[src/rtl/nibble_serial_sub_pkg.sv]
// Shared types and constants for the nibble-serial subtractor.
// Latency: n/a (declarations only). Backpressure: n/a.
// The nibble width is fixed at 4 bits. The lookahead slice depends on that width.
package nibble_serial_sub_pkg;

    localparam int NIB_W = 4;

    typedef enum logic [1:0] {
        IDLE = 2'd0,
        RUN  = 2'd1,
        DONE = 2'd2
    } state_t;

endpackage

[src/rtl/nibble_serial_sub_4bit_bla_sub.sv]
// Combinational 4-bit borrow-lookahead subtract slice: d = a - b - br_in.
// Latency: 0 cycles (pure combinational). Backpressure: none; it has no handshake.
// Every borrow is written in flattened sum-of-products form, so the slice has no ripple chain.
module nibble_serial_sub_4bit_bla_sub
    import nibble_serial_sub_pkg::*;
(
    input  logic [NIB_W-1:0] a,
    input  logic [NIB_W-1:0] b,
    input  logic             br_in,
    output logic [NIB_W-1:0] d,
    output logic             br_out
);

    logic [NIB_W-1:0] g;
    logic [NIB_W-1:0] p;
    logic [NIB_W:0]   br;

    // A bit generates a borrow when a=0 and b=1. It propagates an incoming borrow when a==b.
    assign g = ~a & b;
    assign p = ~(a ^ b);

    assign br[0] = br_in;
    assign br[1] = g[0] | (p[0] & br_in);
    assign br[2] = g[1] | (p[1] & g[0]) | (p[1] & p[0] & br_in);
    assign br[3] = g[2] | (p[2] & g[1]) | (p[2] & p[1] & g[0])
                 | (p[2] & p[1] & p[0] & br_in);
    assign br[4] = g[3] | (p[3] & g[2]) | (p[3] & p[2] & g[1])
                 | (p[3] & p[2] & p[1] & g[0])
                 | (p[3] & p[2] & p[1] & p[0] & br_in);

    assign d      = a ^ b ^ br[NIB_W-1:0];
    assign br_out = br[NIB_W];

endmodule

[src/rtl/nibble_serial_sub.sv]
// Nibble-serial subtractor D = A - B - b_in, LSB nibble first. Optional zero/ovf flags under NIBBLE_SERIAL_SUB_FLAGS_EN.
// Latency: out_valid rises NIB edges after acceptance. Throughput is one op per NIB+2 cycles.
// Backpressure: the result is held in DONE until out_ready. in_ready is high only in IDLE.
module nibble_serial_sub
    import nibble_serial_sub_pkg::*;
#(
    parameter int WIDTH = 16
) (
    input  logic             clk,
    input  logic             rst_n,
    input  logic             in_valid,
    output logic             in_ready,
    input  logic [WIDTH-1:0] a,
    input  logic [WIDTH-1:0] b,
    input  logic             b_in,
    output logic             out_valid,
    input  logic             out_ready,
`ifdef NIBBLE_SERIAL_SUB_FLAGS_EN
    output logic             zero,
    output logic             ovf,
`endif
    output logic [WIDTH-1:0] d,
    output logic             b_out
);

    localparam int NIB   = WIDTH / NIB_W;
    localparam int CNT_W = (NIB > 1) ? $clog2(NIB) : 1;

    generate
        if ((WIDTH % NIB_W) != 0 || WIDTH < 8) begin : g_bad_width
            $error("nibble_serial_sub: WIDTH must be a multiple of 4 and >= 8");
        end
    endgenerate

    state_t           state;
    logic [CNT_W-1:0] cnt;
    logic             borrow;
    logic [WIDTH-1:0] a_q;
    logic [WIDTH-1:0] b_q;

    logic [NIB_W-1:0] a_nib;
    logic [NIB_W-1:0] b_nib;
    logic [NIB_W-1:0] slice_d;
    logic             slice_br;
    logic [WIDTH-1:0] d_next;

    assign in_ready = (state == IDLE);

    // Select the current nibble and merge the slice result into d. Only one slice is shared across all nibbles.
    always_comb begin
        a_nib  = '0;
        b_nib  = '0;
        d_next = d;
        for (int k = 0; k < NIB; k++) begin
            if (cnt == CNT_W'(k)) begin
                a_nib                     = a_q[k*NIB_W +: NIB_W];
                b_nib                     = b_q[k*NIB_W +: NIB_W];
                d_next[k*NIB_W +: NIB_W]  = slice_d;
            end
        end
    end

    nibble_serial_sub_4bit_bla_sub u_slice (
        .a      (a_nib),
        .b      (b_nib),
        .br_in  (borrow),
        .d      (slice_d),
        .br_out (slice_br)
    );

    always_ff @(posedge clk or negedge rst_n) begin
        if (!rst_n) begin
            state     <= IDLE;
            out_valid <= 1'b0;
            d         <= '0;
            b_out     <= 1'b0;
            cnt       <= '0;
            borrow    <= 1'b0;
            a_q       <= '0;
            b_q       <= '0;
`ifdef NIBBLE_SERIAL_SUB_FLAGS_EN
            zero      <= 1'b0;
            ovf       <= 1'b0;
`endif
        end else begin
            unique case (state)
                IDLE: begin
                    if (in_valid) begin
                        a_q    <= a;
                        b_q    <= b;
                        borrow <= b_in;
                        cnt    <= '0;
                        state  <= RUN;
                    end
                end
                RUN: begin
                    d      <= d_next;
                    borrow <= slice_br;
                    if (cnt == CNT_W'(NIB - 1)) begin
                        b_out     <= slice_br;
                        out_valid <= 1'b1;
                        cnt       <= '0;
                        state     <= DONE;
`ifdef NIBBLE_SERIAL_SUB_FLAGS_EN
                        zero      <= (d_next == '0);
                        ovf       <= (a_q[WIDTH-1] ^ b_q[WIDTH-1]) & (a_q[WIDTH-1] ^ d_next[WIDTH-1]);
`endif
                    end else begin
                        cnt <= cnt + 1'b1;
                    end
                end
                DONE: begin
                    if (out_ready) begin
                        out_valid <= 1'b0;
                        state     <= IDLE;
                    end
                end
                default: begin
                    out_valid <= 1'b0;
                    state     <= IDLE;
                end
            endcase
        end
    end

endmodule

[config.mk]
export PLATFORM = sky130hd
export DESIGN_NAME = nibble_serial_sub
export DESIGN_NICKNAME = d
export VERILOG_FILES = /design/src/rtl/nibble_serial_sub_pkg.sv /design/src/rtl/nibble_serial_sub_4bit_bla_sub.sv /design/src/rtl/nibble_serial_sub.sv
export SDC_FILE = /design/constraint.sdc
export NUM_CORES = 1
export LEC_CHECK = 0
export BUFFER_PORTS_ARGS = -buffer_cell sky130_fd_sc_hd__buf_2
export CORE_ASPECT_RATIO = 1.1
export CORE_UTILIZATION = 58
export CTS_CLUSTER_SIZE = 25
export DETAILED_ROUTE_END_ITERATION = 16
export PLACE_DENSITY_LB_ADDON = 0.2
export SETUP_SLACK_MARGIN = 0.4
export SLEW_MARGIN = 5
export SYNTH_ARGS = -nofsm -noshare
export SYNTH_HDL_FRONTEND = slang
export SYNTH_SLANG_ARGS = --single-unit
[constraint.sdc]
create_clock -name clk -period 6.6 [get_ports clk]
set_input_delay 0.66 -clock clk [delete_from_list [all_inputs] [get_ports clk]]
set_output_delay 0.66 -clock clk [all_outputs]
set_load 0.005 [all_outputs]
Word-level counts from Yosys, hierarchy flattened
Cells that the tools add are included. Widths: inputs -> output; s select.

Register bits after elaboration: 55. Word-level logic and storage cells: 83. Output and inout port bits: 19.

Bitwise gates (word level): 32. Add/subtract/negate cells: 1. Muxes and demuxes: 20. Equal/unequal tests: 8. Reductions and logical operators: 11.

Operator list (number): $mux 4 (8); $and 1x1->1 (16); $reduce_and 2->1 (6); $mux 2 (5); $or 1x1->1 (10); $not 4->4 (2); $xor 4x4->4 (2); $eq 2x2->1 const B (3); $ne 2x2->1 const B (3); $pmux 2 s3 (1); $reduce_and 3->1 (2); $and 4x4->4 (1); $eq 2x1->1 const B (2); $logic_not 2->1 (2); $pmux 2 s2 (1); $mux 1 (3); $pmux 1 s3 (1); $add 2x1->2 const B (1); $pmux 1 s2 (1); $reduce_bool 2->1 (1); $not 1->1 (1).

Logic depth before layout (Yosys ltp)
Depth after elaboration: 13. Depth in mapped cells: 12. Depth with buffers taken out: 11.

By module
From an unflattened synthesis, not the netlist that was laid out.

Cells, all modules: 201. Area, all modules: 2682.6 µm².

By module, submodules not included: nibble_serial_sub (cells each 174, area an instance 2482.4 µm², sequential area each 1376.3 µm², instances 1); nibble_serial_sub_4bit_bla_sub (cells each 27, area an instance 200.2 µm², sequential area each 0.0 µm², instances 1).

Worst setup path after synthesis
No wires, ideal clock.

Path type: reg2reg. Start: register cnt[0]. End: register d[15]. Stages on the path, launching flop included: 12. Setup slack: 4.069 ns. Period minus slack after synthesis: 2.531 ns. Path buffers: 1. Arrival time: 2.398 ns. Cells stage by stage: dfrtp_1 -> inv_1 -> ha_1 -> nor2b_1 -> clkbuf_1 -> a221oi_1 -> o31ai_1 -> ha_1 -> a211o_1 -> a21oi_2 -> xnor2_1 -> o21ai_0.

Word-level cells in the longest chain between the ends: 12. Elaborated cells on any way between the ends: 26. Those cells by class: eq/ne: 3; mux: 8; bitwise: 13; reduce/logical: 2.

Ends and longest elaborated chain: start: declaration (RTL line nibble_serial_sub.sv:36) `logic [CNT_W-1:0] cnt;`; start signal: assignment (RTL line nibble_serial_sub.sv:109) `cnt <= cnt + 1'b1;`; $logic_not 2->1 (RTL line nibble_serial_sub.sv:55) `if (cnt == CNT_W'(k)) begin`; $mux 4 (4 in a row) (RTL line nibble_serial_sub.sv:55); $xor 4x4->4 / $not 4->4 (equally long branches) (RTL line nibble_serial_sub_4bit_bla_sub.sv:20, nibble_serial_sub_4bit_bla_sub.sv:31, nibble_serial_sub_4bit_bla_sub.sv:19); $not 4->4 / $and 4x4->4 (equally long branches) (RTL line nibble_serial_sub_4bit_bla_sub.sv:20, nibble_serial_sub_4bit_bla_sub.sv:19); $and 1x1->1 (on tied branches) (RTL line nibble_serial_sub_4bit_bla_sub.sv:25, nibble_serial_sub_4bit_bla_sub.sv:26); $or 1x1->1 (tied with other cells) (RTL line nibble_serial_sub_4bit_bla_sub.sv:25) `assign br[3] = g[2] | (p[2] & g[1]) | (p[2] & p[1] & g[0])`; $or 1x1->1 / $and 1x1->1 (equally long branches) (RTL line nibble_serial_sub_4bit_bla_sub.sv:25, nibble_serial_sub_4bit_bla_sub.sv:26); $or 1x1->1 (RTL line nibble_serial_sub_4bit_bla_sub.sv:26) `| (p[2] & p[1] & p[0] & br_in);`; $xor 4x4->4 (RTL line nibble_serial_sub_4bit_bla_sub.sv:31) `assign d = a ^ b ^ br[NIB_W-1:0];`; end signal: assignment (RTL line nibble_serial_sub.sv:97) `d <= d_next;`; end: declaration (RTL line nibble_serial_sub.sv:22) `output logic [WIDTH-1:0] d,`.

Several ways; a longest one is shown, not always the timed one. A chain may end at the register's enable or synchronous reset.

Final worst setup path
Start: register cnt[0]. End: register d[3].

The elaborated chain is that of the path after synthesis.

==> summary.txt <==
Cells and area
  • Cell area after layout: ~3000 um^2
  • Ant diodes: 0
  • Syn-to-layout area delta: 14.4%
  • Final #Nets: between 300 and 400
  • Non-Filler Instances: about 320
  • Fraction of layout instances using a drive strength above 1: 0.379
  • Number of fill cells: ~330

Placement
  • Buffers on Ports: between 50 and 60
  • Routability cong.: a little under 0.8
  • Worst slack at placement: ~3600 ps
  • Placement Cell Area: approximately 2900 um^2
  • DP HPWL: between 3000 and 4000 um
  • Dpl cells: 310

Worst setup path
  • CP required: approximately 6800 ps
  • RR Startpoint: cnt[0]
  • Worst Setup End Kind: register
  • Worst Setup SP: cnt[0]
  • Max Fanout on Critical Path: 11
  • Worst EP arrival: between 3000 and 4000 ps
  • Setup Crit Path Kind: register to register
  • Worst R2R Path Depth: 9
  • Type of origin of the critical path: register

Clock tree
  • CTS tree: built
  • Clock Path Buffers: 2
  • Root buf cell: clkbuf_8
  • Cts hold-fix bufs: 0
  • Reg clk slew, reported paths: roughly 100 ps
  • Worst-Skew Late Latency: ~310 ps
  • Postcts setup bufs: 0
  • Clk sinks: 55
  • Htree depth: 2
  • CTS resizes: 0
  • Cts bufs inserted: 5

Timing
  • RSZ-0062 raised after global routing: false
  • Min Tclk post-route: 3070 ps
  • Max Slew Vio Count: 0
  • Final setup fails: 0
  • Setup ws final: about 3500 ps
  • Period utilization: 0.466
  • Fmax: ~0.33 GHz
  • Final Skew: just under 8 ps
  • Worst slew pin tran: between 700 and 800 ps
  • Setup TNS: 0 ps
  • Hold Vio Cnt, Final: 0
  • Slew headroom: 0.508

Synthesis
  • EDFF count, synth: 0
  • Synth async-reset ratio: 1.00
  • Synth warn: 0
  • Post-synth top flop: dfrtp_1
  • Top cells by area, synth: dfrtp_1, mux2_4, nand2_1
  • Yosys cell types: 37
  • Flops & latches, synth: 55
  • Area leader, netlist: dfrtp_1
  • Synth Cell Area: 2630 um^2
  • Avg Cell Area, Syn: approximately 13 um^2
  • Synthesized Nets: ~260
  • Synth top area share: 0.523
  • Seq/Total Area, Yosys: 0.523
  • Post-synthesis cell count: 210

Route
  • Met3 wire len: 186 um
  • Final WL: about 4900 um
  • Vias: 1753
  • Antenna viol nets, final: 0
  • Uppermost routed layer: met4
  • M1 wire length: between 2000 and 2500 um
  • DRC viols: 0
  • Routed wl met2: 2250 um
  • Iter 0 DRT Violations: 116
  • Vias/cell: between 5 and 6
  • DRT Pass-1 Iters: 5
  • Avg WL per Cell: roughly 15 um

Power and ir drop
  • Leakage Power: roughly 1.5 nW
  • Maximum vdd drop: 0.257 mV
  • Sequential power share: 0.352
  • Total power: 1.76 mW
  • Switching pwr: ~0.68 mW
  • Clk pwr share: 0.129
  • Power Density: just under 600 nW/um^2
  • Switch share: 0.385
  • Internal Pwr Total: between 1 and 1.5 mW
  • Comb pwr share: 0.518

Run status
  • Outcome: completed

Floorplanning
  • Die area: approximately 4800 um^2
  • IO Count: 56
  • Core Region: roughly 4300 um^2
  • Die Span X: ~66 um
  • Die height: roughly 73 um
  • Starting Density: 0.610
  • Row count: 25

Global routing
  • Largest net degree at the start of global routing: 56
  • First-pass GRT wire length: 8160 um
  • Total Routing Usage GR: 0.227
  • Grt total ovfl: 0
  • Initial antenna violation count: 0
  • Vias in the first global route: between 1500 and 2000

Hold path
  • HP Class: input port to async pin

Flow run
  • Max Cap Viol: 0
==> flip-flops by register name, summed over array words and instances, names as in the netlist <==
register,flops
cnt,2
state,2
d,16
b_out,1
borrow,1
out_valid,1
a_q,16
b_q,16
==> path summary, 6_finish.rpt <==
path	slack, ps	end
min in group clk	480	d[4]
max in group asynchronous	5680	b_q[10]
hold reg to reg	480	d[4]
setup / recovery	3530	d[3]
hold / removal	450	d[12]
setup reg to reg	3530	d[3]
==> cell usage in the layout (no fill, tap or decap), types with 3 or more instances in the layout <==
cell type,count
dfrtp_1,55
buf_2,55
nand2_1,29
mux2_4,28
o21ai_0,21
nor2b_1,10
ha_1,8
a221oi_1,7
a21oi_1,6
clkbuf_8,6
o31ai_1,4
inv_1,3
nor3_1,3
mux2_2,3
==> logic make-up (layout without fill, tap and decap cells) <==
kind of cell / count (synthesis) / in the layout / synth area share
AO/OA/AOI/OAI: 48 / 48 / 0.117
adder cells (fa/ha/maj): 9 / 9 / 0.0456
buffers and inverters: 13 / 67 / 0.0385
flip-flops: 55 / 55 / 0.523
XOR/XNOR: 3 / 3 / 0.00998
AND/OR/NAND/NOR: 50 / 50 / 0.0894
multiplexers: 32 / 32 / 0.176
==> layout make-up <==
cell class,instances,area [um^2],share of cell area
Tap cell,54,67.6,0.0224
Clock buffer,6,82.6,0.0274
Multi-Input combinational cell,142,1150,0.384
Timing Repair Buffer,56,283,0.0939
Clock inverter,2,35.0,0.0116
Inverter,3,11.3,0.00374
Sequential cell,55,1380,0.457
==> cell usage after synthesis, types with 2 or more instances <==
master,number
dfrtp_1,55
nand2_1,29
mux2_4,28
o21ai_0,21
nor2b_1,10
ha_1,8
a221oi_1,7
a21oi_1,6
o31ai_1,4
clkbuf_1,3
inv_1,3
mux2_2,3
nor3_1,3
a22o_1,2
a22oi_1,2
buf_1,2
buf_12,2
nor2_1,2
xnor2_1,2
==> through the flow <==
step            util  hold slack (ps)
6_report       0.697              452
5_1_grt        0.697              520
4_1_cts        0.697              487
3_5_place_dp   0.670              470
3_3_place_gp   0.670              455
2_1_floorplan      -              364
==> metal layers <==
layer	global-route usage	up-vias
met5	0	-
met4	0.0567	0
met3	0.0516	7
met2	0.342	50
met1	0.333	848
li1	-	848
==> power groups by stage <==
stage               Combinational (mW)  Sequential (mW)  Clock (mW)
global route                      1.03            0.641       0.244
detailed placement               0.913            0.625           0
finish                           0.912            0.620       0.228
CTS                              0.921            0.620       0.233
floorplan                        0.717            0.596           0
global placement                 0.879            0.623           0
==> worst max-delay path: stages, from the launching register on <==
cell,delay (ps)
dfrtp_1,440
ha_1,360
nor2b_1,490
a221oi_1,160
o31ai_1,410
ha_1,310
a211o_1,280
a21oi_2,180
xnor2_1,200
o21ai_0,130
Power figures use the tool's default switching activity.
